File: config.mk
export PLATFORM = sky130hd
export DESIGN_NAME = hazard_scoreboard
export DESIGN_NICKNAME = d
export VERILOG_FILES = /design/src/rtl/hazard_scoreboard.sv
export SDC_FILE = /design/constraint.sdc
export NUM_CORES = 1
export LEC_CHECK = 0
export CAP_MARGIN = 20
export CORE_MARGIN = 2
export CORE_UTILIZATION = 44
export CTS_CLUSTER_DIAMETER = 30
export CTS_CLUSTER_SIZE = 30
export DETAILED_ROUTE_END_ITERATION = 8
export HOLD_SLACK_MARGIN = 0.12
export MAX_ROUTING_LAYER = met4
export PLACE_DENSITY = 0.82
export SLEW_MARGIN = 20
export SYNTH_ARGS = -nofsm -noshare
export SYNTH_HDL_FRONTEND = slang
export SYNTH_SLANG_ARGS = --single-unit
File: constraint.sdc
create_clock -name clk -period 2.2 [get_ports clk]
set_input_delay 0.22 -clock clk [delete_from_list [all_inputs] [get_ports clk]]
set_output_delay 0.22 -clock clk [all_outputs]
set_load 0.02 [all_outputs]
File: src/rtl/hazard_scoreboard.sv
// Pipeline register scoreboard. It tracks the destinations in flight after decode and
// resolves decode-stage source operands into bypass selects or hazard stalls.
module hazard_scoreboard #(
  parameter int DEPTH = 3,
  parameter int WB_WT = 0,
  parameter int SELW  = 3
) (
  input  logic            clk,
  input  logic            reset,
  input  logic            issue,
  input  logic [4:0]      issue_rd,
  input  logic            issue_wen,
  input  logic [2:0]      issue_lat,
  input  logic [4:0]      rs1_d,
  input  logic [4:0]      rs2_d,
  input  logic            rs1_used,
  input  logic            rs2_used,
  input  logic            flush,
  output logic            stall,
  output logic [SELW-1:0] rs1_sel,
  output logic [SELW-1:0] rs2_sel,
  output logic [31:0]     stall_cnt
);

  // Slot k holds the instruction that is k stages past decode (1=E ... DEPTH=W).
  logic [DEPTH:1]      vld_q, vld_d;
  logic [DEPTH:1][4:0] rd_q, rd_d;
  logic [DEPTH:1][2:0] lat_q, lat_d;
  logic [31:0]         cnt_q, cnt_d;

  logic            adv;
  logic            stall_rs1, stall_rs2;
  logic [SELW-1:0] sel1, sel2;

  function automatic logic [2:0] clamp_lat(input logic [2:0] l);
    if (l < 3'd2) return 3'd2;
    if (int'(l) > DEPTH) return 3'(DEPTH);
    return l;
  endfunction

  // Returns {stall, sel}. Only the youngest matching slot decides the outcome.
  function automatic logic [SELW:0] resolve(
    input logic [4:0]          rs,
    input logic                used,
    input logic [DEPTH:1]      v,
    input logic [DEPTH:1][4:0] rds,
    input logic [DEPTH:1][2:0] lats
  );
    logic            hit;
    logic            st;
    logic [SELW-1:0] sel;
    hit = 1'b0;
    st  = 1'b0;
    sel = '0;
    if (used && (rs != 5'd0)) begin
      for (int k = 1; k <= DEPTH; k++) begin
        if (!hit && v[k] && (rds[k] == rs)) begin
          hit = 1'b1;
          if (k < DEPTH) begin
            // Next cycle this producer sits in stage k+1; bypass only once its result exists there.
            if ((k + 1) >= int'(lats[k])) sel = SELW'(k + 1);
            else st = 1'b1;
          end else if (WB_WT == 0) begin
            st = 1'b1;
          end
        end
      end
    end
    return {st, sel};
  endfunction

  always_comb begin
    {stall_rs1, sel1} = resolve(rs1_d, rs1_used, vld_q, rd_q, lat_q);
    {stall_rs2, sel2} = resolve(rs2_d, rs2_used, vld_q, rd_q, lat_q);
    stall   = stall_rs1 | stall_rs2 | reset;
    rs1_sel = stall ? '0 : sel1;
    rs2_sel = stall ? '0 : sel2;
    adv     = issue & ~stall & ~flush;
  end

  always_comb begin
    vld_d    = '0;
    rd_d     = rd_q;
    lat_d    = lat_q;
    vld_d[1] = adv & issue_wen & (issue_rd != 5'd0);
    rd_d[1]  = issue_rd;
    lat_d[1] = clamp_lat(issue_lat);
    for (int k = 2; k <= DEPTH; k++) begin
      vld_d[k] = vld_q[k-1];
      rd_d[k]  = rd_q[k-1];
      lat_d[k] = lat_q[k-1];
    end
    // A flushed slot-1 entry must not reappear in slot 2.
    vld_d[2] = vld_q[1] & ~flush;
  end

  always_comb begin
    cnt_d = cnt_q;
    if (stall && (cnt_q != 32'hFFFF_FFFF)) cnt_d = cnt_q + 32'd1;
  end

  always_ff @(posedge clk) begin
    if (reset) begin
      vld_q <= '0;
      cnt_q <= '0;
    end else begin
      vld_q <= vld_d;
      cnt_q <= cnt_d;
    end
  end

  always_ff @(posedge clk) begin
    rd_q  <= rd_d;
    lat_q <= lat_d;
  end

  assign stall_cnt = cnt_q;

endmodule

### Word-level counts from Yosys, hierarchy flattened

Cells that the tools add are included.

* $add $sub $neg: 1
* $mul: 0
* div/mod/pow operators: 0
* magnitude comparators: 4
* equal/unequal tests: 7
* shift-type cells: 0
* multiplexer cells: 37
* bitwise logic cells: 9
* reduce and logical (&&, ||, !) cells: 20

Operator list (count)
* $mux W3: 13
* $add A32 B1 Y32 const B: 1
* $ne A32 B32 Y1 const B: 1
* $eq A5 B5 Y1: 6
* $mux W1: 22
* $reduce_bool A5 Y1: 3
* $logic_and A1 B1 Y1: 13
* $ge A2 B3 Y1 const A: 2
* $and A1 B1 Y1: 5
* $logic_not A1 Y1: 4
* $mux W2: 2
* $gt A3 B2 Y1 const B: 1
* $lt A3 B2 Y1 const B: 1
* $not A1 Y1: 2
* $or A1 B1 Y1: 2

* register bits after elaboration: 56
* bits in latches: 0
* RAM bits: 0
* bits in read-only memories: 0
* logic and storage cells: 85
* memories kept: 0

### Longest topological paths before layout

Gate-level depths: netlist of run 1.

* word-level depth: 21
* gate-level depth with buffers: 10
* depth with buffers taken out: 8

### Worst setup path before layout of run 1

Ideal clock, no wire load.

* kind: register -> register
* start: register cnt_q[4] (netlist: stall_cnt[4])
* end: register cnt_q[28] (netlist: stall_cnt[28])
* library setup time: 0.121 ns
* arrival time: 2.362 ns
* required time: 2.079 ns
* slack: -0.283 ns
* cell stages (with the launch flop): 11
* clock period less this slack: 2.483 ns
* cell sequence: dfxtp_1 > and3_1 > and3_1 > buf_2 > and4_1 > and4_4 > buf_6 > nand2b_4 > nor3_4 > and3_4 > mux2_4

* word-level cells in the longest chain between the ends: 2

Ends and longest elaborated chain
* start: declaration: RTL line 29 `logic [31:0] cnt_q, cnt_d;`
* start signal: assignment: RTL line 108 `cnt_q <= cnt_d;`
* parallel branches: the longest is 2 deep, another holds $add A32 B1 Y32

Parallel ways; which one is timed is not known.
A chain may end at the register's enable or synchronous reset.

### Final worst setup path of run 1

* start: register rd_q, in the netlist rd_d[10]
* end: output rs2_sel[1]

* word-level cells in the longest chain between the ends: 12

Ends and longest elaborated chain
* start: declaration: RTL line 27 `logic [DEPTH:1][4:0] rd_q, rd_d;`
* start signal: assignment: RTL line 113 `rd_q <= rd_d;`
* $eq A5 B5 Y1: RTL line 57 `if (!hit && v[k] && (rds[k] == rs)) begin`
* $logic_and A1 B1 Y1: RTL line 57
* $mux W1: RTL line 57
* $mux W1: RTL line 55 `if (used && (rs != 5'd0)) begin`
* $logic_not A1 Y1: RTL line 57
* $logic_and A1 B1 Y1 (2 in a row): RTL line 57
* $mux W1: RTL line 57
* $mux W1: RTL line 55
* $or A1 B1 Y1 (2 in a row): RTL line 75 `stall = stall_rs1 | stall_rs2 | reset;`
* $mux W3 *: RTL line 77 `rs2_sel = stall ? '0 : sel2;`
* end: declaration: RTL line 21 `output logic [SELW-1:0] rs2_sel,`

Every way passes the cells marked *; elsewhere a longest branch is shown, timed or not. The select of a mux whose other input is x is not followed.

==> key figures, run 1 <==
Run status
  • Status: complete, but fails checks
  • Failing checks: negative setup slack

Timing
  • Final-report max-slew violation count: 0
  • Highest attainable clock frequency: 388 MHz
  • Final WS setup: -0.378 ns
  • RSZ-0062 raised after global routing: yes
  • # setup viols final: 36
  • Fin. Hold Viols: 0
  • Clock Skew: roughly 0.01 ns
  • Final cycle utilization of the critical path: 117%
  • Final min period: 2.58 ns

Clock network
  • CTS tree: yes
  • Clock Tree Buf Depth: 2
  • Clk Latency, worst-skew pair: 0.31 ns
  • Clock transition at path regs: 0.10 ns
  • Total CTS buffers: 5
  • Number of hold buffers added after CTS: 0
  • Clock Tree Root: clkbuf_8
  • Clk sink count: 54
  • H-tree depth: 2

Critical path
  • Setup CP Type: flip-flop to output port
  • Crit end category: output port
  • WP data arrival: 2.36 ns
  • Worst endpoint required time: 1.98 ns
  • CP max FO: 3
  • CP Launch Type: flip-flop

Logic synthesis
  • Synth Cell Area: 0.00265 mm²
  • Syn Area/Cell: about 9 µm²
  • Most instantiated cells after synthesis: dfxtp_1 (54), nor2_1 (28), xnor2_1 (25)
  • Ys async rst share: 0%
  • Post-synth top area share: 40.9%
  • Count leader, synth: dfxtp_1
  • Ys flop type: dfxtp_1
  • Cell taking the most area after synthesis: dfxtp_1
  • Cell count after synthesis: 294
  • Synth warnings: 0
  • Synth area leaders: dfxtp_1 (41%), xnor2_1 (8.3%), xor2_1 (6.0%)
  • Number of synthesized register bits: 54
  • Post-synth EDFFs: 0
  • Seq/Total Area, Yosys: 40.9%
  • Synth cell types: 45

Global routing
  • Congestion Overflow GR: 0
  • First-pass GRT wire length: 11500 µm
  • GRT Total Usage: 22.7%
  • Initial antenna violation count: 0
  • Largest net degree at the start of global routing: 42
  • Number of global-route vias before repair: 2615

Cells and area
  • Fillers: 409
  • Fraction of layout instances using a drive strength above 1: approximately two fifths
  • Layout area overhead: 64.5%
  • Fin area: 0.00435 mm²
  • Register area: roughly 0.0011 mm²
  • Multi-input logic area: between 0.0015 and 0.002 mm²
  • Nets@finish: 452
  • Diodes inserted: 0
  • Final Util: 74.4%

Detailed routing
  • Antenna Nets Post-Route: 0
  • WL/cell: 15.0 µm
  • 1st-pass router iterations: 4
  • DRC: 0
  • Total wire length: approximately 7500 µm
  • Drt via density: 5.19
  • Drt first-iter violations: roughly 120
  • Vias: 2606

Placed design
  • Port Buffers: around 60
  • Final HPWL DP: between 5000 and 6000 µm
  • GPL Wtd Cong: 0.902
  • Post-Place Cell Area: 0.00386 mm²

Floorplan
  • Die X: just over 80 µm
  • Die area: 0.00665 mm²
  • Initial core utilization: 45.2%
  • Ports: 64
  • Core Rows: 28
  • Core Area: slightly below 0.006 mm²
  • Height of the die: 81.6 µm

Flow run
  • Max cap viols: 0

Pwr
  • Max IR drop VDD: 299 µV
  • Total chip power: 1.92 mW
  • Lkg Pwr: roughly 1.7 nW
  • Pwr dens: roughly 440 mW/mm²

Worst hold path
  • Worst hold-check path type: flip-flop to flip-flop
## area by class of cell
| class | instances | area share [%] |
|---|---|---|
| multi-input cells | 223 | 40.8 |
| repair buffers | 134 | 28.2 |
| flip-flops and latches | 54 | 25.7 |
| clock buffers | 7 | 2.24 |
| well taps | 75 | 2.16 |
| inverters | 8 | 0.690 |
| clock inverters | 1 | 0.172 |
## power by group
| group | switching [mW] | internal [mW] | total (mW) |
|---|---|---|---|
| Clock | 0.326 | 0.295 | 0.621 |
| Combinational | 0.126 | 0.146 | 0.272 |
| Sequential | 0.0241 | 0.999 | 1.02 |
## worst paths after layout
check / end / startpoint / depth (start not counted) / slack (ns)
setup / recovery: rs2_sel[1] / rd_d[10] / 9 / -0.38
hold / removal: lat_d[8] / lat_d[5] / 0 / 0.36
setup reg to reg: stall_cnt[28] / rd_d[10] / 11 / -0.34
hold reg to reg: lat_d[8] / lat_d[5] / 0 / 0.36
## state kept, by name (all words and copies together) (netlist names)
signal,flops
lat_d,4
rd_d,10
rd_q,5
stall_cnt,32
vld_q,3
## worst max-delay path: stages, from the launching register on
cell and delay [ns]:
dfxtp_4 0.38, xor2_2 0.16, nor4_4 0.31, a211oi_2 0.10, a211o_1 0.28, a221oi_4 0.32
buf_4 0.19, nand2b_4 0.07, a21oi_4 0.11, buf_6 0.13
## per-stage QoR
| stage | setup slack (ns) | setup TNS (ns) | std cells | hold slack (ns) |
|---|---|---|---|---|
| after CTS | -0.374 | -6.86 | 493 | 0.363 |
| after detailed placement | -0.967 | -25.89 | 481 | 0.350 |
| after global routing | -0.470 | -12.54 | 502 | 0.372 |
| after global placement | -0.900 | -23.39 | 481 | 0.344 |
| after floorplan | -0.248 | -0.445 | 296 | 0.248 |
| final | -0.378 | -8.70 | 502 | 0.363 |
## kinds of logic after synthesis
kind of cell               after synthesis  share of synthesized area, %
DFF                                     54                          40.9
muxes                                    3                          1.42
and+or+nand+nor                        128                          28.4
other                                    2                         0.284
adders and majority gates                1                         0.473
AOI/OAI and AO/OA                       44                          10.6
xor gates and xnor gates                43                          14.2
buffers and inverters                   19                          3.69
## cells in the final DEF, fill, tap and decap left out, types with 3 or more instances in the layout
cell,synthesis,final
buf_4,2,60
clkdlybuf4s50_1,0,46
dfxtp_1,54,32
nor2_1,28,25
xnor2_1,25,23
dfxtp_2,0,18
nand2_1,15,15
buf_6,2,15
xor2_1,18,12
nand3_1,12,10
a21oi_2,0,10
dlygate4sd2_1,0,10
a21oi_1,21,9
nand4_1,7,7
and3_1,9,7
inv_1,8,7
xor2_2,0,6
nor4_4,2,6
and2_1,6,6
nor2b_1,5,5
nor3_1,7,5
nand2b_1,7,5
a31o_2,5,5
or3_1,8,5
o21ai_0,8,5
clkbuf_8,0,5
or4_1,5,4
a21o_1,4,4
conb_1,2,4
dfxtp_4,0,4
o21ai_1,0,3
or3_4,0,3
nand2b_4,1,3
and4_4,1,3
and3_4,1,3
mux2_4,1,3
## per-layer routing
metal / share of wire, % / global-route usage [%]
met1: 42 / 26.4
met2: 53 / 39.6
met3: 3.3 / 4.51
met4: 1.4 / 6.95
met5: 0 / -
## timing repair
item                       CTS  global route
setup buffers                4             8
setup endpoints to repair   38            38
resized for setup           61            45
pin swaps                    7            30
cloned                       0             1
No activity file was read; power rests on OpenSTA's default activity.
==> run 2, diff against run 1 <==
--- a/config.mk
+++ b/config.mk
@@ -12,7 +12,6 @@
 export CTS_CLUSTER_SIZE = 30
 export DETAILED_ROUTE_END_ITERATION = 8
 export HOLD_SLACK_MARGIN = 0.12
-export MAX_ROUTING_LAYER = met4
 export PLACE_DENSITY = 0.82
 export SLEW_MARGIN = 20
 export SYNTH_ARGS = -nofsm -noshare
==> run 2 against run 1 <==
- final cell count is the same
- critical path type unchanged
- combinational power is essentially flat
- sequential share of layout area is the same
- clock power is essentially flat
- critical path depth is the same
- critical endpoint unchanged
- hold slack is essentially flat
- sequential cell count is the same
- the run still ends with negative setup slack left
- highest routed layer unchanged
- largest power group unchanged
- register-to-register slack is essentially flat
- first-iteration DRC count shrank 9.8%
- clock skew grew 0.0015 ns
==> key figures, run 2 (synthesis gave the netlist of run 1 again) <==
Floorplan
  • Initial core utilization: 45.2% (unchanged)
  • Core Area: 0.00585 mm² (unchanged)
  • Height of the die: 81.6 µm (unchanged)
  • Die area: 0.00665 mm² (unchanged)
  • Core Rows: 28 (unchanged)
  • Die X: 81.6 µm (unchanged)
  • Ports: 64 (unchanged)

Placed design
  • Post-Place Cell Area: 0.00386 mm² (unchanged)
  • Final HPWL DP: 5230 µm (unchanged)
  • Port Buffers: 61 (unchanged)
  • GPL Wtd Cong: 0.887 (was 0.902)

Detailed routing
  • Antenna Nets Post-Route: 0 (unchanged)
  • Drt via density: 5.19 (unchanged)
  • Vias: 2606 (unchanged)
  • Drt first-iter violations: 111 (was 123)
  • DRC: 0 (unchanged)
  • WL/cell: 15.0 µm (about the same)
  • Total wire length: 7540 µm (was 7530 µm)
  • 1st-pass router iterations: 4 (unchanged)

Global routing
  • Largest net degree at the start of global routing: 42 (unchanged)
  • GRT Max-Usage Layer: met2 (unchanged)
  • Number of global-route vias before repair: 2617 (was 2615)
  • GRT Total Usage: 22.1% (was 22.7%)
  • Congestion Overflow GR: 0 (unchanged)
  • Met3 Use GR: 4.51% (unchanged)
  • Initial antenna violation count: 0 (unchanged)
  • First-pass GRT wire length: 11500 µm (unchanged)
  • Met1 Use GR: 26.3% (was 26.4%)
  • GRT met2 Usage: 39.7% (was 39.6%)

Clock network
  • CTS tree: yes (unchanged)
  • Number of hold buffers added after CTS: 0 (unchanged)
  • Clock Tree Root: clkbuf_8 (unchanged)
  • Clock Tree Buf Depth: 2 (unchanged)
  • Clk sink count: 54 (unchanged)
  • Clk Latency, worst-skew pair: 0.31 ns (about the same)
  • Total CTS buffers: 5 (unchanged)
  • H-tree depth: 2 (unchanged)
  • Clock transition at path regs: 0.10 ns (about the same)

Timing
  • # setup viols final: 36 (unchanged)
  • Final-report max-slew violation count: 0 (unchanged)
  • Final WS setup: -0.381 ns (was -0.378 ns)
  • Clock Skew: 0.0112 ns (was 0.00973 ns)
  • Highest attainable clock frequency: 387 MHz (was 388 MHz)
  • Hold_ws: 0.363 ns (about the same)
  • RSZ-0062 raised after global routing: yes (unchanged)
  • Final cycle utilization of the critical path: 117% (about the same)
  • Final min period: 2.58 ns (about the same)
  • Fin. Hold Viols: 0 (unchanged)
  • Setup tns final: -8.76 ns (was -8.70 ns)

Run status
  • Failing checks: negative setup slack (unchanged)
  • Status: complete, but fails checks (unchanged)

Cells and area
  • Largest register FFs: 32 (unchanged)
  • Commonest cells after routing, fill and taps aside: buf_4 (60), clkdlybuf4s50_1 (46), dfxtp_1 (32), nor2_1 (25), xnor2_1 (23) (unchanged)
  • Diodes inserted: 0 (unchanged)
  • Layout area overhead: 64.5% (unchanged)
  • Final Util: 74.4% (unchanged)
  • Fillers: 409 (unchanged)
  • Nets@finish: 452 (unchanged)
  • Most common cell after layout, fill and taps aside: buf_4 (unchanged)
  • Fin area: 0.00435 mm² (unchanged)
  • Fraction of layout instances using a drive strength above 1: 39.3% (unchanged)

Critical path
  • Crit end category: output port (unchanged)
  • Worst endpoint required time: 1.98 ns (about the same)
  • CP Launch Type: flip-flop (unchanged)
  • Crit path max-delay family: compound AO/OA/AOI/OAI gates (unchanged)
  • CP cell instances: xor2_2 > nor4_4 > a211oi_2 > a211o_1 > a221oi_4 > buf_4 > nand2b_4 > a21oi_4 > buf_6 (unchanged)
  • Worst path depth: 9 (unchanged)
  • CP max FO: 3 (unchanged)
  • Max stage delay on crit path: 0.38 ns (about the same)
  • WP data arrival: 2.36 ns (about the same)
  • Worst r2r path cells: 11 (unchanged)
  • Critical path's slowest cell: dfxtp_4 (unchanged)
  • Setup CP Type: flip-flop to output port (unchanged)
  • Crit path buffers/inverters: 2 (unchanged)

Pwr
  • Sw Share: 24.9% (about the same)
  • Internal: 1.44 mW (about the same)
  • Total chip power: 1.92 mW (about the same)
  • Combinational group share of total power: 14.2% (about the same)
  • Psw: 478 µW (was 477 µW)
  • Max IR drop VDD: 303 µV (was 299 µV)
  • Clock power frac: 32.5% (was 32.4%)
  • Lkg Pwr: 1.67 nW (unchanged)
  • Seq pwr share: 53.3% (was 53.4%)
  • Pwr dens: 440 mW/mm² (about the same)

Flow run
  • Max cap viols: 0 (unchanged)

Worst hold path
  • Worst hold-check path type: flip-flop to flip-flop (unchanged)
  • Worst Hold Path Cells: 0 (unchanged)
## run 2: per-stage QoR
step	worst slack [ns]	std cells
floorplan	-0.248	296
CTS	-0.374	493
global placement	-0.900	481
global route	-0.470	502
finish	-0.381	502
detailed placement	-0.967	481
## run 2: repair_timing
action                     4_1_cts  5_1_grt
cloned                           0        1
setup endpoints to repair       38       38
setup buffers                    4        8
pin swaps                        7       30
resized for setup               61       45
## run 2: worst paths after layout
path | from | to | slack (ns)
hold / removal | lat_d[5] | lat_d[8] | 0.36
setup reg to reg | rd_d[10] | stall_cnt[28] | -0.34
setup / recovery | rd_d[10] | rs2_sel[1] | -0.38
hold reg to reg | lat_d[5] | lat_d[8] | 0.36
## run 2: cell type report
type	instances	area, µm²	share of cell area (%)
Timing Repair Buffer	134	1230	28.2
Tap cell	75	93.8	2.16
Inverter	8	30.0	0.690
Sequential cell	54	1120	25.7
Clock buffer	7	97.6	2.24
Clock inverter	1	7.51	0.172
Multi-Input combinational cell	223	1780	40.8
## run 2: power by group through the flow
stage	clock, mW	combinational, mW	sequential (mW)
3_5_place_dp	0	0.237	1.04
5_1_grt	0.673	0.291	1.03
2_1_floorplan	0	0.111	1.04
6_report	0.622	0.272	1.02
4_1_cts	0.631	0.244	1.02
3_3_place_gp	0	0.231	1.04
## run 2: metal layers
layer / part of all wire (%) / vias to the layer above / wire (µm)
met5: 0 / - / 0
met4: 1.4 / 0 / 106
met3: 3.5 / 10 / 263
met2: 53 / 59 / 4010
met1: 42 / 1257 / 3160
li1: - / 1280 / -
